<file path="src/rtl/key_debounce_pkg.sv">
// rtl/key_debounce_pkg.sv - shared types and helpers for the key event debouncer
//
// Purpose: per-channel debounce state encoding and the counter width helper
//          used by key_debounce_chan.
// Ports:   none (package).

package key_debounce_pkg;

  // Per-channel debounce states.
  //   UP     : accepted released, idle
  //   DN_CHK : press seen, waiting for it to stay stable
  //   DOWN   : accepted pressed, timing towards a long press
  //   LONG   : long press reached, timing auto-repeat intervals
  //   UP_CHK : release seen while pressed, waiting for it to stay stable
  typedef enum logic [2:0] {
    UP     = 3'd0,
    DN_CHK = 3'd1,
    DOWN   = 3'd2,
    LONG   = 3'd3,
    UP_CHK = 3'd4
  } kstate_t;

  // Width of a counter that must hold values 0 .. max(a, b, c)-1.
  // The counter only ever reaches (limit - 1) because it is cleared on
  // every terminal count or state change, so clog2(max) bits suffice.
  function automatic int cnt_width(input int a, input int b, input int c);
    int m;
    m = a;
    if (b > m) m = b;
    if (c > m) m = c;
    if (m < 2) return 1;
    return $clog2(m);
  endfunction

endpackage

</file>
<file path="src/rtl/key_debounce_chan.sv">
// rtl/key_debounce_chan.sv - one key channel: synchroniser, debounce FSM and event timer
//
// Purpose: conditions a single raw key pin into a debounced level plus
//          single-cycle press / release / long-press / auto-repeat events.
// Ports:
//   clk          in  1  system clock
//   rst          in  1  synchronous active-high reset
//   key_in       in  1  raw asynchronous key pin
//   key_level    out 1  debounced held state, 1 = pressed
//   key_press    out 1  one-cycle pulse on an accepted press
//   key_release  out 1  one-cycle pulse on an accepted release
//   key_long     out 1  one-cycle pulse once per press after LONG_CYC of hold
//   key_repeat   out 1  one-cycle pulse every REPEAT_CYC while long-pressed

module key_debounce_chan
  import key_debounce_pkg::*;
#(
  parameter int ACTIVE_LOW   = 1,
  parameter int DEBOUNCE_CYC = 1_000_000,
  parameter int LONG_CYC     = 100_000_000,
  parameter int REPEAT_CYC   = 10_000_000,
  parameter int REPEAT_EN    = 1
) (
  input  logic clk,
  input  logic rst,
  input  logic key_in,
  output logic key_level,
  output logic key_press,
  output logic key_release,
  output logic key_long,
  output logic key_repeat
);

  localparam int CW = cnt_width(DEBOUNCE_CYC, LONG_CYC, REPEAT_CYC);

  localparam logic [CW-1:0] DB_LAST   = CW'(DEBOUNCE_CYC - 1);
  localparam logic [CW-1:0] LONG_LAST = CW'(LONG_CYC - 1);
  localparam logic [CW-1:0] REP_LAST  = CW'(REPEAT_CYC - 1);
  localparam logic [CW-1:0] CNT_ONE   = CW'(1);

  // Raw pin level that means "not pressed"; the synchroniser resets to it
  // so no phantom press is seen coming out of reset.
  localparam logic IDLE_LVL = (ACTIVE_LOW != 0);
  localparam logic RPT_ON   = (REPEAT_EN != 0);

  logic          sync1_q, sync1_d;
  logic          sync2_q, sync2_d;
  kstate_t       state_q, state_d;
  logic [CW-1:0] cnt_q,   cnt_d;
  logic          level_q, level_d;
  logic          press_q, press_d;
  logic          release_q, release_d;
  logic          long_q,  long_d;
  logic          repeat_q, repeat_d;

  logic          pressed;

  // Two-flop synchroniser for the asynchronous pin.
  always_comb begin
    sync1_d = key_in;
    sync2_d = sync1_q;
  end

  // Polarity-normalised pressed flag from the synchronised pin.
  assign pressed = sync2_q ^ IDLE_LVL;

  always_comb begin
    state_d   = state_q;
    cnt_d     = cnt_q;
    level_d   = level_q;
    press_d   = 1'b0;
    release_d = 1'b0;
    long_d    = 1'b0;
    repeat_d  = 1'b0;

    case (state_q)
      UP: begin
        if (pressed) begin
          state_d = DN_CHK;
          cnt_d   = '0;
        end
      end

      DN_CHK: begin
        if (!pressed) begin
          // Bounce: abandon silently.
          state_d = UP;
          cnt_d   = '0;
        end else if (cnt_q == DB_LAST) begin
          state_d = DOWN;
          cnt_d   = '0;
          press_d = 1'b1;
          level_d = 1'b1;
        end else begin
          cnt_d = cnt_q + CNT_ONE;
        end
      end

      DOWN: begin
        if (!pressed) begin
          state_d = UP_CHK;
          cnt_d   = '0;
        end else if (cnt_q == LONG_LAST) begin
          state_d = LONG;
          cnt_d   = '0;
          long_d  = 1'b1;
        end else begin
          cnt_d = cnt_q + CNT_ONE;
        end
      end

      LONG: begin
        if (!pressed) begin
          state_d = UP_CHK;
          cnt_d   = '0;
        end else if (cnt_q == REP_LAST) begin
          // Counter keeps cycling even when repeat is disabled; only the
          // pulse is suppressed.
          cnt_d    = '0;
          repeat_d = RPT_ON;
        end else begin
          cnt_d = cnt_q + CNT_ONE;
        end
      end

      UP_CHK: begin
        if (pressed) begin
          // Release glitch: back to DOWN, so the long-press timer restarts
          // and a fresh key_long may be issued.
          state_d = DOWN;
          cnt_d   = '0;
        end else if (cnt_q == DB_LAST) begin
          state_d   = UP;
          cnt_d     = '0;
          release_d = 1'b1;
          level_d   = 1'b0;
        end else begin
          cnt_d = cnt_q + CNT_ONE;
        end
      end

      default: begin
        state_d = UP;
        cnt_d   = '0;
        level_d = 1'b0;
      end
    endcase
  end

  always_ff @(posedge clk) begin
    if (rst) begin
      sync1_q   <= IDLE_LVL;
      sync2_q   <= IDLE_LVL;
      state_q   <= UP;
      cnt_q     <= '0;
      level_q   <= 1'b0;
      press_q   <= 1'b0;
      release_q <= 1'b0;
      long_q    <= 1'b0;
      repeat_q  <= 1'b0;
    end else begin
      sync1_q   <= sync1_d;
      sync2_q   <= sync2_d;
      state_q   <= state_d;
      cnt_q     <= cnt_d;
      level_q   <= level_d;
      press_q   <= press_d;
      release_q <= release_d;
      long_q    <= long_d;
      repeat_q  <= repeat_d;
    end
  end

  assign key_level   = level_q;
  assign key_press   = press_q;
  assign key_release = release_q;
  assign key_long    = long_q;
  assign key_repeat  = repeat_q;

endmodule

</file>
<file path="src/rtl/key_event_debounce.sv">
// rtl/key_event_debounce.sv - multi-channel key conditioner top level
//
// Purpose: N_KEYS independent debounce channels turning raw key pins into
//          a debounced level and registered single-cycle key events.
// Ports:
//   clk          in  1       system clock, single domain
//   rst          in  1       synchronous active-high reset
//   key_in       in  N_KEYS  raw asynchronous key pins
//   key_level    out N_KEYS  debounced held state, 1 = pressed
//   key_press    out N_KEYS  one-cycle pulse on an accepted press
//   key_release  out N_KEYS  one-cycle pulse on an accepted release
//   key_long     out N_KEYS  one-cycle pulse once per press after LONG_CYC of hold
//   key_repeat   out N_KEYS  one-cycle pulse every REPEAT_CYC while long-pressed

module key_event_debounce #(
  parameter int N_KEYS       = 5,
  parameter int ACTIVE_LOW   = 1,
  parameter int DEBOUNCE_CYC = 1_000_000,
  parameter int LONG_CYC     = 100_000_000,
  parameter int REPEAT_CYC   = 10_000_000,
  parameter int REPEAT_EN    = 1
) (
  input  logic              clk,
  input  logic              rst,
  input  logic [N_KEYS-1:0] key_in,
  output logic [N_KEYS-1:0] key_level,
  output logic [N_KEYS-1:0] key_press,
  output logic [N_KEYS-1:0] key_release,
  output logic [N_KEYS-1:0] key_long,
  output logic [N_KEYS-1:0] key_repeat
);

  for (genvar g = 0; g < N_KEYS; g++) begin : g_chan
    key_debounce_chan #(
      .ACTIVE_LOW   (ACTIVE_LOW),
      .DEBOUNCE_CYC (DEBOUNCE_CYC),
      .LONG_CYC     (LONG_CYC),
      .REPEAT_CYC   (REPEAT_CYC),
      .REPEAT_EN    (REPEAT_EN)
    ) u_chan (
      .clk         (clk),
      .rst         (rst),
      .key_in      (key_in[g]),
      .key_level   (key_level[g]),
      .key_press   (key_press[g]),
      .key_release (key_release[g]),
      .key_long    (key_long[g]),
      .key_repeat  (key_repeat[g])
    );
  end

endmodule
</file>
<file path="config.mk">
export PLATFORM = sky130hd
export DESIGN_NAME = key_event_debounce
export DESIGN_NICKNAME = d
export VERILOG_FILES = /design/src/rtl/key_debounce_pkg.sv /design/src/rtl/key_debounce_chan.sv /design/src/rtl/key_event_debounce.sv
export SDC_FILE = /design/constraint.sdc
export NUM_CORES = 1
export LEC_CHECK = 0
export ABC_AREA = 1
export CORE_MARGIN = 2
export CORE_UTILIZATION = 35
export CTS_CLUSTER_DIAMETER = 50
export DETAILED_ROUTE_END_ITERATION = 12
export GPL_ROUTABILITY_DRIVEN = 0
export HOLD_SLACK_MARGIN = 0.06
export MAX_ROUTING_LAYER = met4
export PLACE_DENSITY_LB_ADDON = 0.08
export SLEW_MARGIN = 20
export SYNTH_ARGS = -nofsm -noshare
export SYNTH_HDL_FRONTEND = slang
export SYNTH_SLANG_ARGS = --single-unit
</file>
<file path="constraint.sdc">
create_clock -name clk -period 5.6 [get_ports clk]
set_clock_uncertainty 0.05 [all_clocks]
set_input_delay 1.12 -clock clk [delete_from_list [all_inputs] [get_ports clk]]
set_output_delay 1.12 -clock clk [all_outputs]
set_load 0.005 [all_outputs]
</file>
==> results.json, run 1 <==
{
  "cp_slowest_cell": "clkdlybuf4s50_1",
  "start_util_pct": 35.7,
  "cp_cell_sequence": "clkdlybuf4s50_1",
  "grt_pass1_vias": 11600,
  "drtPass1Iterations": 5,
  "grt_util_met3_pct": 2.84,
  "grt_antenna_before_repair": 0,
  "grt_pass1_wl_um": 57700,
  "diodes": 0,
  "critPathKind": "reg2out",
  "drive_gt1_share_pct": 8.03,
  "io_pins": 32,
  "synth.distinct_cells": 44,
  "worst_skew_pair.late_latency_ns": 0.45,
  "crit_buf_inv": 1,
  "drv_cap": 0,
  "htreeDepth": 4,
  "cts.sinks": 185,
  "crit_required_ns": 4.43,
  "cts_setup_buffers": 0,
  "antenna_left": 0,
  "fp.dieW_um": 192,
  "rows": 68,
  "fin_ws_ns": 3.01,
  "max_freq_ghz": 0.386,
  "tightest_slew_ns": 0.887,
  "tns_ns": 0,
  "grt_util_met1_pct": 25.9,
  "status": "completed",
  "cp_top_family": "buffers and inverters",
  "coreArea_mm2": 0.0347,
  "ys_warn_count": 0,
  "power.density_mw_per_mm2": 264,
  "via_count": 11900,
  "synthesis.area_mm2": 0.0124,
  "vias_per_cell": 4.91,
  "wire_per_inst_um": 14.1,
  "critPathMaxStageDelay_ns": 0.55,
  "clk_pin_slew_worst_paths_ns": 0.07,
  "grt_max_degree": 77,
  "clk_path_buf_depth": 2,
  "rsz0062_at_grt": "no",
  "setup_viol": 0,
  "num-fill-cells": 3843,
  "first_iter_violations": 740,
  "cts-root-buf": "clkbuf_16",
  "route.detailed.drc": 0,
  "min_period_ns": 2.59,
  "cts_resized": 0,
  "cts-buffers-inserted": 17,
  "pre_cts_slack_ns": 2.72,
  "crit_path_end_kind": "output pin",
  "final_area_mm2": 0.0134,
  "cts_tree": "yes",
  "chipHeight_um": 192,
  "leakagePower_nw": 4.98,
  "die_area_mm2": 0.0370,
  "worstPathArrival_ns": 1.42,
  "grt_use_met2_pct": 32.1,
  "place_area_mm2": 0.0128,
  "ys_seq_area_share_pct": 29.8,
  "syn-num-nets": 2006,
  "slew_violations": 0,
  "hold_ws_ns": 0.360,
  "hold_viol": 0,
  "areaGrowthSynthToFinish_pct": 7.73,
  "r2r_slack_ns": 3.06,
  "drt-total-wl_um": 34100,
  "grt-ovfl-total": 0,
  "critPathMaxFanout": 2,
  "ir_drop_uv": 252,
  "dp_hpwl_um": 24700,
  "synth_seq_cells": 185,
  "slew_headroom_pct": 40.4,
  "holdBufCountCts": 0,
  "io_buffers": 31,
  "syn-instance-count": 1994,
  "grt_usage_pct": 19.8,
  "final_nets": 1968,
  "syn_avg_cell_area_um2": 6.22,
  "fin_util_pct": 38.5,
  "worstSetupStartpointType": "flip-flop",
  "grt_busiest_layer": "met2",
  "min_path_type": "reg2reg",
  "period_share_pct": 46.3
}
Yosys cell counts, drive strengths merged:
library cell  count  share of area, %
nand2           556                18
nor4             18              0.91
inv             241               7.3
clkbuf           29              0.89
nor2            314                11
a21oi           137               5.6
o311ai            1             0.071
buf              63               3.5
ha                5              0.50
nor3             75               3.6
xor2             67               4.7
a31oi             3              0.15
clkinv            5              0.15
o31ai             1             0.061
nor3b             1              0.10
o21ai            49               2.0
or2              12              0.61
o2111ai           1             0.071
o21a              4              0.24
nand3           133               5.8
o21bai            2              0.12
dfxtp           185                30
nand3b            5              0.30
xnor2            10              0.71
o211ai            7              0.42
nand4            70               3.9
flip-flops by register name (all words and copies together) (netlist names):
signal	cells
g_chan.u_chan.key_release	5
g_chan.u_chan.cnt_q	135
g_chan.u_chan.sync1_q	5
g_chan.u_chan.key_level	5
g_chan.u_chan.key_press	5
g_chan.u_chan.sync2_q	5
g_chan.u_chan.key_repeat	5
g_chan.u_chan.state_q	15
g_chan.u_chan.key_long	5
final cells by class:
| cell class | count | area [µm²] | area share, % |
|---|---|---|---|
| Clock buffer | 18 | 429 | 3.21 |
| Clock inverter | 13 | 160 | 1.20 |
| Inverter | 246 | 923 | 6.91 |
| Multi-Input combinational cell | 1471 | 7240 | 54.2 |
| Sequential cell | 185 | 3700 | 27.7 |
| Tap cell | 455 | 569 | 4.26 |
| Timing Repair Buffer | 35 | 338 | 2.53 |
per-layer routing:
metal / part of all wire (%) / vias up
li1: - / 6250
met1: 50 / 5440
met2: 45 / 185
met3: 3.1 / 34
met4: 1.3 / 0
met5: 0 / -
cells in the final DEF (no fill, tap or decap), drive strengths merged:
cell type	Yosys	layout
clkdlybuf4s50	0	30
o211ai	7	7
xnor2	10	10
o31ai	1	1
nand3b	5	5
nand3	133	133
buf	63	5
nand4	70	70
o21a	4	4
nor3	75	75
clkinvlp	0	1
nor3b	1	1
dfxtp	185	185
clkinv	5	8
a21oi	137	137
o21ai	49	49
or2	12	12
a31oi	3	3
o21bai	2	2
xor2	67	67
nand2	556	556
clkbuf	29	18
bufinv	0	2
ha	5	5
nor4	18	18
o2111ai	1	1
inv	241	248
o311ai	1	1
nor2	314	314
report_power, final:
part	total [mW]	internal, mW	leakage, nW	switching, mW
Clock	1.27	0.671	0.286	0.595
Sequential	1.43	1.37	1.50	0.0618
Combinational	0.833	0.203	3.20	0.630
Total	3.53	2.24	4.98	1.29
final timing paths:
check                                            endpoint                               startpoint  cells past startpoint
hold / removal        g_chan[3].u_chan.sync2_q$_SDFF_PP1_      g_chan[3].u_chan.sync1_q$_SDFF_PP1_                      1
setup / recovery                             key_level[3]  g_chan[3].u_chan.key_level$_SDFFE_PP0P_                      1
hold reg to reg       g_chan[3].u_chan.sync2_q$_SDFF_PP1_      g_chan[3].u_chan.sync1_q$_SDFF_PP1_                      1
setup reg to reg  g_chan[4].u_chan.cnt_q[19]$_SDFFE_PP0P_   g_chan[4].u_chan.cnt_q[0]$_SDFFE_PP0P_                      8
logic make-up (layout without fill, tap and decap cells):
kind of cell	Yosys count	count (layout)	share of synthesized area, %
AO/OA/AOI/OAI	205	205	8.76
adder cells (fa/ha/maj)	5	5	0.504
XOR/XNOR	77	77	5.44
buffers and inverters	338	312	11.8
flip-flops	185	185	29.8
AND/OR/NAND/NOR	1184	1184	43.7
metrics by stage:
stage | std cells | power, mW
after global placement | 2392 | 2.30
after floorplan | 1994 | 2.11
after CTS | 2423 | 3.59
final | 2423 | 3.53
after global routing | 2423 | 3.75
after detailed placement | 2392 | 2.30
Power figures use the tool's default switching activity.
==> run 2: changes to the inputs <==
==> constraint.sdc (replaced) <==
create_clock -name clk -period 2.1 [get_ports clk]
set_clock_uncertainty 0.05 [all_clocks]
set_input_delay 0.42 -clock clk [delete_from_list [all_inputs] [get_ports clk]]
set_output_delay 0.42 -clock clk [all_outputs]
set_load 0.005 [all_outputs]
==> results.json, run 2 (synthesis results as in run 1) <==
{
  "rsz0062_at_grt": "yes",
  "p_seq_share_pct": 38.3,
  "largest_register": "g_chan.u_chan.cnt_q",
  "drtPass1Iterations": 5,
  "htreeDepth": 4,
  "max_freq_ghz": 0.507,
  "grt_antenna_before_repair": 0,
  "period_share_pct": 93.9,
  "min_path_type": "in2reg",
  "power_frac_clock_pct": 36.3,
  "crit_required_ns": 2.40,
  "setup_viol": 0,
  "final_area_mm2": 0.0140,
  "critPathMaxFanout": 22,
  "rows": 68,
  "antenna_left": 0,
  "vias_per_cell": 4.91,
  "tightest_slew_ns": 0.510,
  "mostFrequentLayoutCell": "nand2_1",
  "intPower_mw": 6.49,
  "combPwrFrac_pct": 25.3,
  "dp_cells": 2451,
  "fin_util_pct": 40.4,
  "status": "completed",
  "cp_slowest_cell": "dfxtp_1",
  "critPathMaxStageDelay_ns": 0.51,
  "power.density_mw_per_mm2": 707,
  "via_count": 12200,
  "crit_path_end_kind": "flip-flop",
  "drv_cap": 0,
  "fin_ws_ns": 0.128,
  "drive_gt1_share_pct": 11.6,
  "final_cell_mix": "524 x nand2_1, 270 x nor2_1, 228 x inv_1",
  "dp_hpwl_um": 25600,
  "grt_usage_pct": 19.9,
  "slew_headroom_pct": 65.7,
  "route.detailed.drc": 0,
  "worstPathArrival_ns": 2.27,
  "switchingPower_mw": 3.43,
  "reg_top3": "g_chan.u_chan.cnt_q (135), g_chan.u_chan.state_q (15)",
  "holdBufCountCts": 0,
  "critPathKind": "reg2reg",
  "cts-root-buf": "clkbuf_16",
  "coreArea_mm2": 0.0347,
  "hold_ws_ns": 0.243,
  "min_period_ns": 1.97,
  "cp_cell_sequence": "nand2_2, nor2_2, nand3_1, nor2_2, nand2_2, nand3_2, nand4_4, buf_12, o21a_1",
  "pre_cts_slack_ns": 0.0718,
  "clk_pin_slew_worst_paths_ns": 0.08,
  "instances_no_fill": 2488,
  "grt_pass1_wl_um": 57900,
  "grt-ovfl-total": 0,
  "worstSetupStartpointType": "flip-flop",
  "cts_tree": "yes",
  "largest_register_ffs": 135,
  "num-fill-cells": 3761,
  "cts.sinks": 185,
  "final_nets": 2032,
  "areaGrowthSynthToFinish_pct": 13.0,
  "io_buffers": 31,
  "drt-total-wl_um": 34500,
  "first_iter_violations": 768,
  "tns_ns": 0,
  "wire_per_inst_um": 13.9,
  "ir_drop_uv": 559,
  "start_util_pct": 35.7,
  "grt_pass1_vias": 11500,
  "fp.dieW_um": 192,
  "place_area_mm2": 0.0133,
  "leakagePower_nw": 5.36,
  "cts-buffers-inserted": 17,
  "diodes": 0,
  "hold_viol": 0,
  "slew_violations": 0,
  "p_total_mw": 9.92,
  "chipHeight_um": 192,
  "clk_path_buf_depth": 2,
  "grt_max_degree": 71,
  "sw_frac_of_total_pct": 34.6,
  "io_pins": 32,
  "worst_skew_pair.late_latency_ns": 0.46,
  "die_area_mm2": 0.0370
}
[run 2: area by class of cell]
class                      instances  area [µm²]  share of cell area (%)
clock inverter                    12         184                    1.31
multi-input combinational       1471        7300                    52.1
tap                              455         569                    4.06
sequential                       185        3710                    26.4
clock buffer                      20         457                    3.26
timing repair buffer              99         881                    6.28
inverter                         246         923                    6.58
[run 2: path summary, 6_finish.rpt]
check	startpoint	to	slack (ns)	cells after the start
max	g_chan[2].u_chan.cnt_q[19]$_SDFFE_PP0P_	g_chan[2].u_chan.cnt_q[0]$_SDFFE_PP0P_	0.13	9
min	rst	g_chan[2].u_chan.cnt_q[18]$_SDFFE_PP0P_	0.24	2
max reg2reg	g_chan[2].u_chan.cnt_q[19]$_SDFFE_PP0P_	g_chan[2].u_chan.cnt_q[0]$_SDFFE_PP0P_	0.13	9
min reg2reg	g_chan[2].u_chan.sync1_q$_SDFF_PP1_	g_chan[2].u_chan.sync2_q$_SDFF_PP1_	0.36	1
[run 2: per-layer routing]
layer / wire (µm) / global-route usage, % / part of all wire (%) / up-vias
li1: - / - / - / 6391
met1: 17200 / 25.9 / 50 / 5576
met2: 15700 / 32.1 / 45 / 203
met3: 1090 / 3.20 / 3.2 / 35
met4: 552 / 5.52 / 1.6 / 0
met5: 0 / - / 0 / -
[run 2: power by group through the flow]
stage | logic, mW | registers, mW | clock network (mW)
2_1_floorplan | 1.78 | 3.84 | 0
3_3_place_gp | 2.52 | 3.87 | 0
3_5_place_dp | 2.52 | 3.88 | 0
4_1_cts | 2.53 | 3.79 | 3.73
5_1_grt | 2.84 | 3.83 | 3.86
6_report | 2.51 | 3.80 | 3.60
[run 2: repair_timing]
| action | CTS | global route |
|---|---|---|
| endpoints found under the setup margin | 0 | 91 |
| gates resized for setup | 0 | 18 |
| setup buffers | 0 | 5 |
[run 2: worst max-delay path: cells and delay by family, from the launching register on]
kind,cells,cell delay [ns]
and+or+nand+nor,7,0.95
buffers and inverters,1,0.17
AOI/OAI and AO/OA,1,0.17
DFF,1,0.51
==> run 3: changes to the inputs <==
==> constraint.sdc (replaced) <==
create_clock -name clk -period 2.1 [get_ports clk]
set_clock_uncertainty 0.05 [all_clocks]
set_input_delay 0.42 -clock clk [delete_from_list [all_inputs] [get_ports clk]]
set_output_delay 0.42 -clock clk [all_outputs]
set_load 0.05 [all_outputs]
==> results.json, run 3 (synthesis results as in run 1) <==
{
  "period_share_pct": 97.5,
  "cts_tree": "yes",
  "grt_pass1_wl_um": 58000,
  "mostFrequentLayoutCell": "nand2_1",
  "die_area_mm2": 0.0370,
  "drt-total-wl_um": 34300,
  "final_cell_mix": "523 x nand2_1, 272 x nor2_1, 227 x inv_1",
  "diodes": 0,
  "rows": 68,
  "fin_ws_ns": 0.0530,
  "crit_required_ns": 1.63,
  "htreeDepth": 4,
  "dp_cells": 2451,
  "slew_headroom_pct": 64.0,
  "reg_top3": "g_chan.u_chan.cnt_q (135), g_chan.u_chan.state_q (15)",
  "seq_area_mm2": 0.00371,
  "status": "completed",
  "tightest_slew_ns": 0.535,
  "first_iter_violations": 782,
  "largest_register": "g_chan.u_chan.cnt_q",
  "drive_gt1_share_pct": 11.6,
  "holdBufCountCts": 0,
  "grt-ovfl-total": 0,
  "setup_viol": 0,
  "multiInputGateArea_mm2": 0.00732,
  "clk_pin_slew_worst_paths_ns": 0.07,
  "grt_usage_pct": 19.9,
  "clk_path_buf_depth": 2,
  "worstSetupStartpointType": "flip-flop",
  "io_pins": 32,
  "leakagePower_nw": 5.44,
  "cp_cell_sequence": "clkdlybuf4s50_1",
  "areaGrowthSynthToFinish_pct": 12.5,
  "crit_path_end_kind": "output pin",
  "crit_buf_inv": 1,
  "pre_cts_slack_ns": 0.0905,
  "dp_hpwl_um": 25500,
  "fin_util_pct": 40.2,
  "worstPathArrival_ns": 1.58,
  "antenna_left": 0,
  "drv_cap": 0,
  "grt_antenna_before_repair": 0,
  "switchingPower_mw": 3.37,
  "wire_per_inst_um": 13.8,
  "route.detailed.drc": 0,
  "slew_violations": 0,
  "cp_slowest_cell": "clkdlybuf4s50_1",
  "chipHeight_um": 192,
  "power.density_mw_per_mm2": 684,
  "critPathKind": "reg2out",
  "cts-buffers-inserted": 17,
  "intPower_mw": 6.18,
  "power_frac_clock_pct": 33.7,
  "via_count": 12200,
  "coreArea_mm2": 0.0347,
  "hold_viol": 0,
  "io_buffers": 31,
  "p_seq_share_pct": 39.8,
  "vias_per_cell": 4.90,
  "cts.sinks": 185,
  "critPathMaxStageDelay_ns": 0.81,
  "instances_no_fill": 2485,
  "drtPass1Iterations": 6,
  "cts-root-buf": "clkbuf_16",
  "min_period_ns": 2.05,
  "sw_frac_of_total_pct": 35.3,
  "worst_skew_pair.late_latency_ns": 0.45,
  "fp.dieW_um": 192,
  "largest_register_ffs": 135,
  "start_util_pct": 35.7,
  "critPathMaxFanout": 2,
  "ir_drop_uv": 575,
  "grt_pass1_vias": 11700,
  "grt_max_degree": 78,
  "num-fill-cells": 3736,
  "combPwrFrac_pct": 26.5,
  "min_path_type": "reg2reg",
  "max_freq_ghz": 0.489,
  "final_nets": 2030,
  "cp_top_family": "buffers and inverters"
}
-- run 3: cell count changes in the layout (fill, tap and decap cells not counted), sizes merged --
cell	delta
inv	-2
buf	-1
clkbuf	+2
bufinv	-3
dlygate4sd2	+5
dlymetal6s2s	+4
clkdlybuf4s50	-10
clkinv	+2
-- run 3: final timing paths --
path	slack (ns)	startpoint	depth (start not counted)	endpoint
worst min-delay path	0.37	g_chan[2].u_chan.sync1_q$_SDFF_PP1_	1	g_chan[2].u_chan.sync2_q$_SDFF_PP1_
worst min register to register	0.37	g_chan[2].u_chan.sync1_q$_SDFF_PP1_	1	g_chan[2].u_chan.sync2_q$_SDFF_PP1_
worst max-delay path	0.05	g_chan[2].u_chan.key_level$_SDFFE_PP0P_	1	key_level[2]
worst max register to register	0.13	g_chan[2].u_chan.cnt_q[19]$_SDFFE_PP0P_	9	g_chan[2].u_chan.cnt_q[0]$_SDFFE_PP0P_
-- run 3: timing repair --
action	4_1_cts	5_1_grt
buffers inserted	0	3
pin swaps	0	4
cloned	0	0
resized for setup	5	25
setup endpoints to repair	5	116
-- run 3: power groups by stage --
stage / logic (mW) / clock network [mW] / registers, mW
3_5_place_dp: 2.55 / 0 / 3.88
2_1_floorplan: 1.82 / 0 / 3.84
4_1_cts: 2.56 / 3.34 / 3.79
5_1_grt: 2.89 / 3.48 / 3.82
6_report: 2.53 / 3.22 / 3.80
3_3_place_gp: 2.56 / 0 / 3.87
-- run 3: routing by layer --
metal	up-vias	GRT usage (%)	part of all wire, %
met5	-	-	0
met4	0	4.96	1.4
met3	34	3.15	3.7
met2	253	32.1	46
met1	5491	26.0	49
li1	6393	-	-
-- run 3: per-stage QoR --
| stage | hold WS, ns | TNS [ns] | instance area, µm² | total power, mW |
|---|---|---|---|---|
| floorplan | 0.339 | 0 | 12400 | 5.66 |
| global placement | 0.345 | 0 | 13300 | 6.43 |
| CTS | 0.367 | 0 | 13800 | 9.70 |
| global route | 0.382 | -0.147 | 14000 | 10.2 |
| finish | 0.366 | 0 | 14000 | 9.55 |
| detailed placement | 0.343 | 0 | 13300 | 6.43 |
-- run 3: cell type report --
class | instances | area share [%]
flip-flops and latches | 185 | 26.6
inverters | 246 | 6.61
repair buffers | 97 | 6.21
clock inverters | 9 | 0.645
well taps | 455 | 4.08
clock buffers | 22 | 3.47
multi-input cells | 1471 | 52.4
